[config.mk]
export PLATFORM = sky130hd
export DESIGN_NAME = button_debounce
export DESIGN_NICKNAME = d
export VERILOG_FILES = /design/src/rtl/button_debounce_pkg.sv /design/src/rtl/button_debounce_sync_2ff.sv /design/src/rtl/button_debounce.sv
export SDC_FILE = /design/constraint.sdc
export NUM_CORES = 1
export LEC_CHECK = 0
export ABC_AREA = 1
export CAP_MARGIN = 40
export CELL_PAD_IN_SITES_DETAIL_PLACEMENT = 0
export CELL_PAD_IN_SITES_GLOBAL_PLACEMENT = 2
export CORE_MARGIN = 3
export CORE_UTILIZATION = 34
export CTS_BUF_LIST = sky130_fd_sc_hd__clkbuf_2 sky130_fd_sc_hd__clkbuf_4 sky130_fd_sc_hd__clkbuf_8
export DETAILED_ROUTE_END_ITERATION = 10
export GPL_TIMING_DRIVEN = 0
export PLACE_DENSITY_LB_ADDON = 0.1
export SLEW_MARGIN = 20
export SYNTH_ARGS = -nofsm -noshare
export SYNTH_HDL_FRONTEND = slang
export SYNTH_HIERARCHICAL = 1
export SYNTH_SLANG_ARGS = --single-unit
[constraint.sdc]
create_clock -name Clock -period 1.8 [get_ports Clock]
set_clock_uncertainty 0.05 [all_clocks]
set_input_delay 0.45 -clock Clock [delete_from_list [all_inputs] [get_ports Clock]]
set_output_delay 0.45 -clock Clock [all_outputs]
set_load 0.005 [all_outputs]
[src/rtl/button_debounce_pkg.sv]
// Shared definitions for the pushbutton conditioning stages: FSM state encodings,
// the board default qualification time and the KEY idle level.
package button_debounce_pkg;

  typedef enum logic {
    ST_STABLE = 1'b0,
    ST_SETTLE = 1'b1
  } state_t;

  // 10 ms of sampled stability at 50 MHz
  localparam int   DEFAULT_STABLE_CYCLES = 500000;
  localparam int   DEFAULT_CNT_W         = 20;
  // Board KEYs are active-low, so a released button reads high
  localparam logic KEY_IDLE_LEVEL        = 1'b1;

endpackage

[src/rtl/button_debounce_sync_2ff.sv]
// Two-flop synchronizer bringing the asynchronous button level into the Clock domain.
// Both stages reset to RESET_VAL so no spurious edge is seen after Reset.
module sync_2ff
  import button_debounce_pkg::*;
#(
  parameter logic RESET_VAL = KEY_IDLE_LEVEL
) (
  input  logic Clock,
  input  logic Reset,
  input  logic d,
  output logic q
);

  logic sync_a;

  always_ff @(posedge Clock) begin
    if (Reset) begin
      sync_a <= RESET_VAL;
      q      <= RESET_VAL;
    end else begin
      sync_a <= d;
      q      <= sync_a;
    end
  end

endmodule

[src/rtl/button_debounce.sv]
// Debounces one raw pushbutton: synchronizer, then a counter-qualified two-state FSM
// producing a clean level plus one-cycle press/release strobes.
module button_debounce
  import button_debounce_pkg::*;
#(
  parameter int   STABLE_CYCLES = DEFAULT_STABLE_CYCLES,
  parameter int   CNT_W         = DEFAULT_CNT_W,
  parameter logic IDLE_LEVEL    = KEY_IDLE_LEVEL
) (
  input  logic Clock,
  input  logic Reset,
  input  logic ButtonIn,
  output logic DebounceOut,
  output logic PressPulse,
  output logic ReleasePulse,
  output logic Busy
);

  localparam logic [CNT_W-1:0] TERMINAL = CNT_W'(STABLE_CYCLES - 1);

  if (STABLE_CYCLES < 2 || (longint'(1) << CNT_W) <= longint'(STABLE_CYCLES)) begin : g_bad_params
    $error("button_debounce: STABLE_CYCLES must be >= 2 and fit in CNT_W bits");
  end

  logic         sync_b;
  state_t       state;
  logic [CNT_W-1:0] count;

  sync_2ff #(
    .RESET_VAL(IDLE_LEVEL)
  ) u_sync (
    .Clock(Clock),
    .Reset(Reset),
    .d    (ButtonIn),
    .q    (sync_b)
  );

  always_ff @(posedge Clock) begin
    if (Reset) begin
      state        <= ST_STABLE;
      count        <= '0;
      DebounceOut  <= IDLE_LEVEL;
      PressPulse   <= 1'b0;
      ReleasePulse <= 1'b0;
      Busy         <= 1'b0;
    end else begin
      PressPulse   <= 1'b0;
      ReleasePulse <= 1'b0;
      case (state)
        ST_STABLE: begin
          if (sync_b != DebounceOut) begin
            state <= ST_SETTLE;
            count <= CNT_W'(1);
            Busy  <= 1'b1;
          end else begin
            count <= '0;
          end
        end
        ST_SETTLE: begin
          // A level match always wins, even on the terminal count
          if (sync_b == DebounceOut) begin
            state <= ST_STABLE;
            count <= '0;
            Busy  <= 1'b0;
          end else if (count == TERMINAL) begin
            DebounceOut  <= sync_b;
            PressPulse   <= (sync_b != IDLE_LEVEL);
            ReleasePulse <= (sync_b == IDLE_LEVEL);
            state        <= ST_STABLE;
            count        <= '0;
            Busy         <= 1'b0;
          end else begin
            count <= count + CNT_W'(1);
          end
        end
        default: begin
          state <= ST_STABLE;
          count <= '0;
          Busy  <= 1'b0;
        end
      endcase
    end
  end

endmodule

# Word-level counts from Yosys, hierarchy flattened
# Index checks and enable logic that the tools add are counted.
[totals]
ff_bits = 27
output_inout_bits = 4
[classes]
n_addsub = 1
eq_ne = 5
mux = 12
n_bitwise = 4
n_reduce_logical = 3
[op_table]
columns = ["cell", "n"]
rows = [
  ["$mux W20", 2],
  ["$pmux W20 S2", 1],
  ["$add A20 B1 Y20 const B", 1],
  ["$eq A20 B19 Y1 const B", 1],
  ["$mux W1", 7],
  ["$not A1 Y1", 4],
  ["$pmux W1 S2", 2],
  ["$reduce_or A4 Y1", 1],
  ["$ne A3 B1 Y1 const B", 1],
  ["$reduce_and A3 Y1", 1],
  ["$ne A2 B2 Y1 const B", 1],
  ["$reduce_and A2 Y1", 1],
  ["$eq A1 B1 Y1", 1],
  ["$ne A1 B1 Y1", 1],
]

# Longest topological paths before layout
[logic_depth]
depth_word = 4
ltp_mapped = 10
depth_no_buf = 10

# Modules after synthesis
# Netlist, hierarchy kept.
[by_module_without_submodules]
columns = ["module", "instances", "cells_per_inst", "area_per_inst_um2"]
rows = [
  ["button_debounce", 1, 197, 1327.5],
  ["sync_2ff", 1, 7, 58.8],
]

# Least setup slack after synthesis
# Ideal clock, no wire load.
[synth_timing]
kind = "register to register"
startpoint = "register count[0]"
endpoint = "register count[11]"
setup_ps = 115
arrival_time_ps = 1210
path_slack_ps = 425
path_stages_with_launch = 8
path_buffers = 1
synth_period_minus_slack_ps = 1375
cell_sequence = "dfxtp_1 ha_1 nand3_1 nor2_1 nand3_2 nand3_4 buf_6 nor2_1"
[synth_between]
elab_chain_cells = 4
word_cells_on_any_way = 5
classes_between = "add/sub: 1; eq/ne: 1; mux: 3"
[synth_lines]
columns = ["element", "line", "source"]
rows = [
  ["start, declared", "button_debounce.sv:27", "logic [CNT_W-1:0] count;"],
  ["start signal, assigned", "button_debounce.sv:73", "count <= count + CNT_W'(1);"],
  ["$add A20 B1 Y20 / $eq A20 B19 Y1 (equally long branches)", "button_debounce.sv:73, button_debounce.sv:65", ""],
  ["$mux W20 (*)", "button_debounce.sv:65", "end else if (count == TERMINAL) begin"],
  ["$mux W20 (*)", "button_debounce.sv:61", "if (sync_b == DebounceOut) begin"],
  ["$pmux W20 S2 (*)", "button_debounce.sv:49", "case (state)"],
]
# Mark *: on every way between the ends. The rest lies on a longest branch, timed or not.
# A chain may end at the register's enable or synchronous reset.

# Worst setup path in the final report
[layout_timing]
startpoint = "register DebounceOut"
endpoint = "output DebounceOut"
[layout_rtl]
columns = ["element", "line", "source"]
rows = [
  ["start, declared", "button_debounce.sv:13", "output logic DebounceOut,"],
  ["start signal, assigned", "button_debounce.sv:66", "DebounceOut <= sync_b;"],
]
# No word-level cell between the ends.

==> impl_metrics.ini <==
[route]
highest_layer = met4
met3_length_um = 89
firstDrtPassIters = 4
wl_um = 2940
drc = 0
final_antenna_net_count = 0
wire_per_inst_um = 11.2
drt-initial-drc-count = 54
via_per_inst = 4.51
wl_met1_um = 1510
num_vias = 1182
wl_met2_um = 1260

[clock_network]
clk-insertion-delay-late_ps = 280
path_clk_slew_ps = 90
clock_sinks = 27
cts_buffers = 3
h-tree-depth = 1
post_cts_resized = 0
postCtsSetupRepairBufs = 0
clock-root-buffer = clkbuf_8
ctsHoldBuffers = 0
cts_max_path_buffers = 2
cts_tree = yes

[synthesis]
synth_top_family_by_area = simple AND/OR/NAND/NOR gates
synthMuxAreaShare = 0
synthArstFlopShare = 0
synth_xor_area_frac = 0.0442
synth_compound_area_frac = 0.0388
mappedNetlistNets = 208
yosys.area_share.simple = 0.437
synth-edff-count = 0
synth_seq_cells = 27
syn_area_um2 = 1390
synthAdderAreaFrac = 0.00903
synth_cell_types = 22
syn_inst = 204
syn_area_per_cell_um2 = 6.80
ys.flop_type = dfxtp_1
ys_seq_area_frac = 0.390
ys_warn_count = 6

[grt]
grt_pass1_vias = 1113
grt_max_degree = 16
grt-ovfl-total = 0
grt_pass1_wl_um = 5290
track_usage = 0.134
antenna_found_initial = 0

[floorplan]
core_region_area_um2 = 3800
io_pins = 7
dieArea_um2 = 4880
die_w_um = 69.9
die_h_um = 69.9
initial_core_util = 0.365
rows = 22

[place]
dpl.hpwl_um = 2390
placed_area_um2 = 1510
portBuffers = 6
pre_cts_slack_ps = 150
placed_cells = 258
place.gp.congestion = 0.824

[critical_path]
critical_path_class = reg -> out
critPathCaptureType = primary output
slowest_stage = clkdlybuf4s50_1
crit_path_start_kind = flip-flop
rrSetupSlack_ps = 150
reg2reg_from = count[0]$_SDFF_PP0_
reg2regPathDepth = 7
path_buf_inv = 1
worstReg2RegEnd = count[15]$_SDFF_PP0_
required_ps = 1300
crit_path_max_fanout = 4
cpPeakStageDelay_ps = 510
path_cells = clkdlybuf4s50_1
cp_data_arrival_time_ps = 1160
crit_family = buffers and inverters

[final_layout]
instances_no_fill = 262
multiInputGateArea_um2 = 733
n_antenna_cell = 0
nets = 219
fillers = 430
ff_latch_area_um2 = 541
stdcell_area_um2 = 1550
final_common_cell = nand2_1
syn_to_final_growth_pct = 12.0
layout-drive-gt1-share = 0.107
layout_common_cells = nand2_1 (51), nor2_1 (43), dfxtp_1 (27), inv_1 (25)

[sta]
whs_ps = 366
final.setup.worst_slack_ps = 138
rsz0062_at_grt = no
hold_viol_final = 0
drv_slew = 0
period_share = 0.923
setup_viol = 0
fmax_mhz = 602
tightestPinTransition_ps = 314
slew_headroom = 0.789
fin_crit_ps = 1660
setup_tns_ps = 0

[run]
drv_cap = 0

[min_path]
holdPathEnd = u_sync/q$_SDFF_PP1_
min_path_type = reg -> reg
min_path_cells = 2
hold_start = u_sync/sync_a$_SDFF_PP1_

[power_and_ir_drop]
vdd_drop_max_v = 0.000271
internal-power_mw = 0.768
swShare = 0.215
pwr-share-comb = 0.024
p_switching_mw = 0.210
pwr-share-seq = 0.619
p_leak_nw = 0.543
p_per_area_nw_per_um2 = 630
pwr-share-clk = 0.357

[status]
outcome = complete, no violations
-- cells in the mapped netlist (2+ instances only) --
library cell  instances  area share
dfxtp_1              27        0.39
nand3_1               7       0.025
inv_1                25       0.068
xnor2_1               2       0.013
inv_2                 2      0.0054
nand2_1              51        0.14
nand4_1               7       0.032
xor2_1                5       0.032
nand3b_1              2       0.011
a21oi_1               7       0.025
o21ai_0               2      0.0072
nor2_1               43        0.12
nand3_2               2       0.014
nor2_4                3       0.024
nand2_2               4       0.018
nor2_2                5       0.023
nor3_1                5       0.018
-- how the worst max path moves through the flow --
| stage | slack [ps] | startpoint | endpoint | cells after the start |
|---|---|---|---|---|
| floorplan | 430 | count[0]$_SDFF_PP0_ | count[11]$_SDFF_PP0_ | 7 |
| global placement | 160 | Reset | count[19]$_SDFF_PP0_ | 5 |
| detailed placement | 150 | Reset | count[18]$_SDFF_PP0_ | 6 |
| CTS | 120 | DebounceOut$_SDFFE_PP1P_ | DebounceOut | 1 |
| global route | 30 | count[0]$_SDFF_PP0_ | count[15]$_SDFF_PP0_ | 7 |
| finish | 140 | DebounceOut$_SDFFE_PP1P_ | DebounceOut | 1 |
-- power by group through the flow --
stage / sequential [mW] / clock (mW) / combinational (mW)
2_1_floorplan: 0.619 / 0 / 0.0143
3_3_place_gp: 0.620 / 0 / 0.0236
3_5_place_dp: 0.620 / 0 / 0.0239
4_1_cts: 0.606 / 0.369 / 0.0239
5_1_grt: 0.607 / 0.397 / 0.0269
6_report: 0.606 / 0.349 / 0.0233
-- metrics by stage --
stage,total power [mW],utilization
2_1_floorplan,0.634,-
3_5_place_dp,0.644,0.397
4_1_cts,0.999,0.409
6_report,0.979,0.409
3_3_place_gp,0.644,0.397
5_1_grt,1.03,0.409
-- kinds of logic (layout without fill, tap and decap cells) --
| kind of cell | after synthesis | in the layout |
|---|---|---|
| buf+inv | 28 | 38 |
| flops | 27 | 27 |
| compound gates | 10 | 10 |
| simple gates | 131 | 131 |
| xor+xnor | 7 | 7 |
| fa+ha+maj | 1 | 1 |
-- sequential cells by signal (all words and copies together), names as in the netlist --
name           cells
PressPulse         1
count             20
u_sync/q           1
DebounceOut        1
state              1
Busy               1
u_sync/sync_a      1
ReleasePulse       1
-- layer usage --
layer | vias up | GRT usage
li1 | 649 | -
met1 | 508 | 0.186
met2 | 18 | 0.197
met3 | 7 | 0.0259
met4 | 0 | 0.0660
met5 | - | 0
-- cell type report --
type / count / share of cell area
clock inverters: 1 / 0.00322
flip-flops and latches: 27 / 0.348
repair buffers: 6 / 0.0387
inverters: 27 / 0.0653
clock buffers: 3 / 0.0266
multi-input cells: 149 / 0.472
plain buffers: 1 / 0.00725
well taps: 48 / 0.0387
(Power assumes the default switching activity.)
==> patch: new RTL, same settings <==
Put one more register stage on the output `ReleasePulse`, cleared by the reset. The value now appears one clock later. The other outputs are not delayed to match.
--- a/src/rtl/button_debounce.sv
+++ b/src/rtl/button_debounce.sv
@@ -18,4 +18,6 @@
 
   localparam logic [CNT_W-1:0] TERMINAL = CNT_W'(STABLE_CYCLES - 1);
+
+  logic ReleasePulse_s0;
 
   if (STABLE_CYCLES < 2 || (longint'(1) << CNT_W) <= longint'(STABLE_CYCLES)) begin : g_bad_params
@@ -42,9 +44,9 @@
       DebounceOut  <= IDLE_LEVEL;
       PressPulse   <= 1'b0;
-      ReleasePulse <= 1'b0;
+      ReleasePulse_s0 <= 1'b0;
       Busy         <= 1'b0;
     end else begin
       PressPulse   <= 1'b0;
-      ReleasePulse <= 1'b0;
+      ReleasePulse_s0 <= 1'b0;
       case (state)
         ST_STABLE: begin
@@ -66,5 +68,5 @@
             DebounceOut  <= sync_b;
             PressPulse   <= (sync_b != IDLE_LEVEL);
-            ReleasePulse <= (sync_b == IDLE_LEVEL);
+            ReleasePulse_s0 <= (sync_b == IDLE_LEVEL);
             state        <= ST_STABLE;
             count        <= '0;
@@ -83,4 +85,12 @@
   end
 
+  always_ff @(posedge Clock) begin
+    if (Reset) begin
+      ReleasePulse <= '0;
+    end else begin
+      ReleasePulse <= ReleasePulse_s0;
+    end
+  end
+
 endmodule
 
Formal check against the unedited RTL: same outputs for any inputs over 10 cycles, from zero or initial values and one cycle with Reset high; that may be too few to reach the edited logic, so the function may still have changed.
==> patch against the unedited design <==
Total power is 6.9% higher. Sequential cell count is 1 higher. Register-to-register slack better by 20 ps. Global-route usage is 0.63 points lower. Wire length is 0.82% higher. Cell area is 3.5% higher. Setup slack worse by 4.8 ps. Synthesized area is 3.2% higher. Final cell count is 0.76% higher. Non-clock buffer count stayed put. Fmax is 0.29% lower. Sequential share of layout area is 0.13 points higher. Die area is 3.0% higher. Largest cell class unchanged.
==> patch: results (changes against the unedited design) <==
outcome: "finished, final reports clean"  # unchanged
routed_wirelength_um: 2964  # was 2940 um
seqCellArea_sq_um: 561.8  # was 540.5 sq um
power_leakage_nw: 0.5660  # was 0.5428 nW
clock_area_frac: 0.03424  # was 0.02981
yosys.area_share.xor_xnor: 0.04895  # was 0.04422
detail_route.iter0.violations: 69  # was 54
nNonClkBuffers: 7  # unchanged
gr-usage-all-layers: 0.1277  # was 0.1339
synth_seq_area_share: 0.3916  # was 0.3899
detail_route.vias_per_cell: 4.667  # was 4.511
clock_buffers: 4  # was 3
layout.nets: 221  # was 219
rr_worst_depth: 7  # unchanged
grt_pass1_vias: 1146  # was 1113
m1WireLength_um: 1517  # was 1505 um
compound_cell_area_share_of_the_yosys_netlist: 0.04720  # was 0.03881
fraction_of_area_in_multi_input_gates: 0.4693  # was 0.4722
ant_diodes: 0  # unchanged
synth-seq-cells: 28  # was 27
yosys-top-cells-count: "43 x sky130_fd_sc_hd__nand2_1, 37 x sky130_fd_sc_hd__nor2_1, 28 x sky130_fd_sc_hd__dfxtp_1"  # was 51 x sky130_fd_sc_hd__nand2_1, 43 x sky130_fd_sc_hd__nor2_1, 27 x sky130_fd_sc_hd__dfxtp_1
final_wtd_congestion: 0.7878  # was 0.8241
final.signal_inverter_count: 28  # was 27
routed-wl-met2_um: 1355  # was 1257 um
max_flop_register: "count"  # unchanged
dp_hpwl_um: 2366  # was 2394 um
irDropWorstVdd_v: 0.0002260  # was 0.0002712 V
htreeDepth: 1  # unchanged
buf_share: 0.04436  # was 0.04593
yosys.area_share.adder: 0.008741  # was 0.009025
nFillCells: 406  # was 430
worst_hold_path.num_cells: 2  # unchanged
timing_worst_slew_pin_value_ps: 305.7  # was 313.6 ps
routed-wl-met3_um: 73  # was 89 um
drive_above_1_share: 0.1528  # was 0.1075
distinct_cells_synth: 25  # was 22
grt_pass1_wl_um: 5237  # was 5285 um
postSynth.topFlopCell: "sky130_fd_sc_hd__dfxtp_1"  # unchanged
nMultiInputCombCells: 149  # unchanged
postSynthNetCount: 210  # was 208
top_area_cells_in_the_synthesized_netlist: "sky130_fd_sc_hd__dfxtp_1 39%, sky130_fd_sc_hd__nand2_1 11%, sky130_fd_sc_hd__nor2_1 9.7%"  # was sky130_fd_sc_hd__dfxtp_1 39%, sky130_fd_sc_hd__nand2_1 14%, sky130_fd_sc_hd__nor2_1 12%
clk_latency_ps: 280  # about the same
worst_path_dominant_cell_family: "buffers and inverters"  # unchanged
-- patch: through the flow --
stage / std cells / area (sq um) / setup slack (ps)
2_1_floorplan: 206 / 1431 / 356.0
3_3_place_gp: 260 / 1551 / 48.20
3_5_place_dp: 260 / 1551 / 26.98
4_1_cts: 264 / 1607 / 110.8
5_1_grt: 264 / 1608 / 44.56
6_report: 264 / 1608 / 133.4
-- patch: worst paths after layout --
| kind | start | endpoint | slack, ps |
|---|---|---|---|
| max | DebounceOut$_SDFFE_PP1P_ | DebounceOut | 130 |
| min | ReleasePulse_s0$_SDFF_PP0_ | ReleasePulse$_SDFF_PP0_ | 360 |
| max reg2reg | count[1]$_SDFF_PP0_ | count[14]$_SDFF_PP0_ | 170 |
| min reg2reg | ReleasePulse_s0$_SDFF_PP0_ | ReleasePulse$_SDFF_PP0_ | 360 |
-- patch: logic make-up (layout without fill, tap and decap cells) --
logic type               count (synthesis)  in the layout
AO/OA/AOI/OAI                           10             10
XOR/XNOR                                 8              8
adder cells (fa/ha/maj)                  1              1
flip-flops                              28             28
AND/OR/NAND/NOR                        130            130
buffers and inverters                   29             39
-- patch: what timing repair did --
item                                    CTS  global route
gates resized for setup                   0             1
endpoints found under the hold margin     0             0
hold buffers                              0             0
endpoints found under the setup margin    0             3
-- patch: where the power goes --
group / internal, mW / switching (mW) / leakage (nW) / total (mW)
registers: 0.625 / 0.00378 / 0.227 / 0.628
logic: 0.0105 / 0.0121 / 0.311 / 0.0226
clock network: 0.196 / 0.199 / 0.0288 / 0.395
-- patch: per-layer routing --
layer | global-route usage | vias up
li1 | - | 658
met1 | 0.1846 | 560
met2 | 0.1977 | 12
met3 | 0.02131 | 2
met4 | 0.03132 | 0
met5 | 0 | -
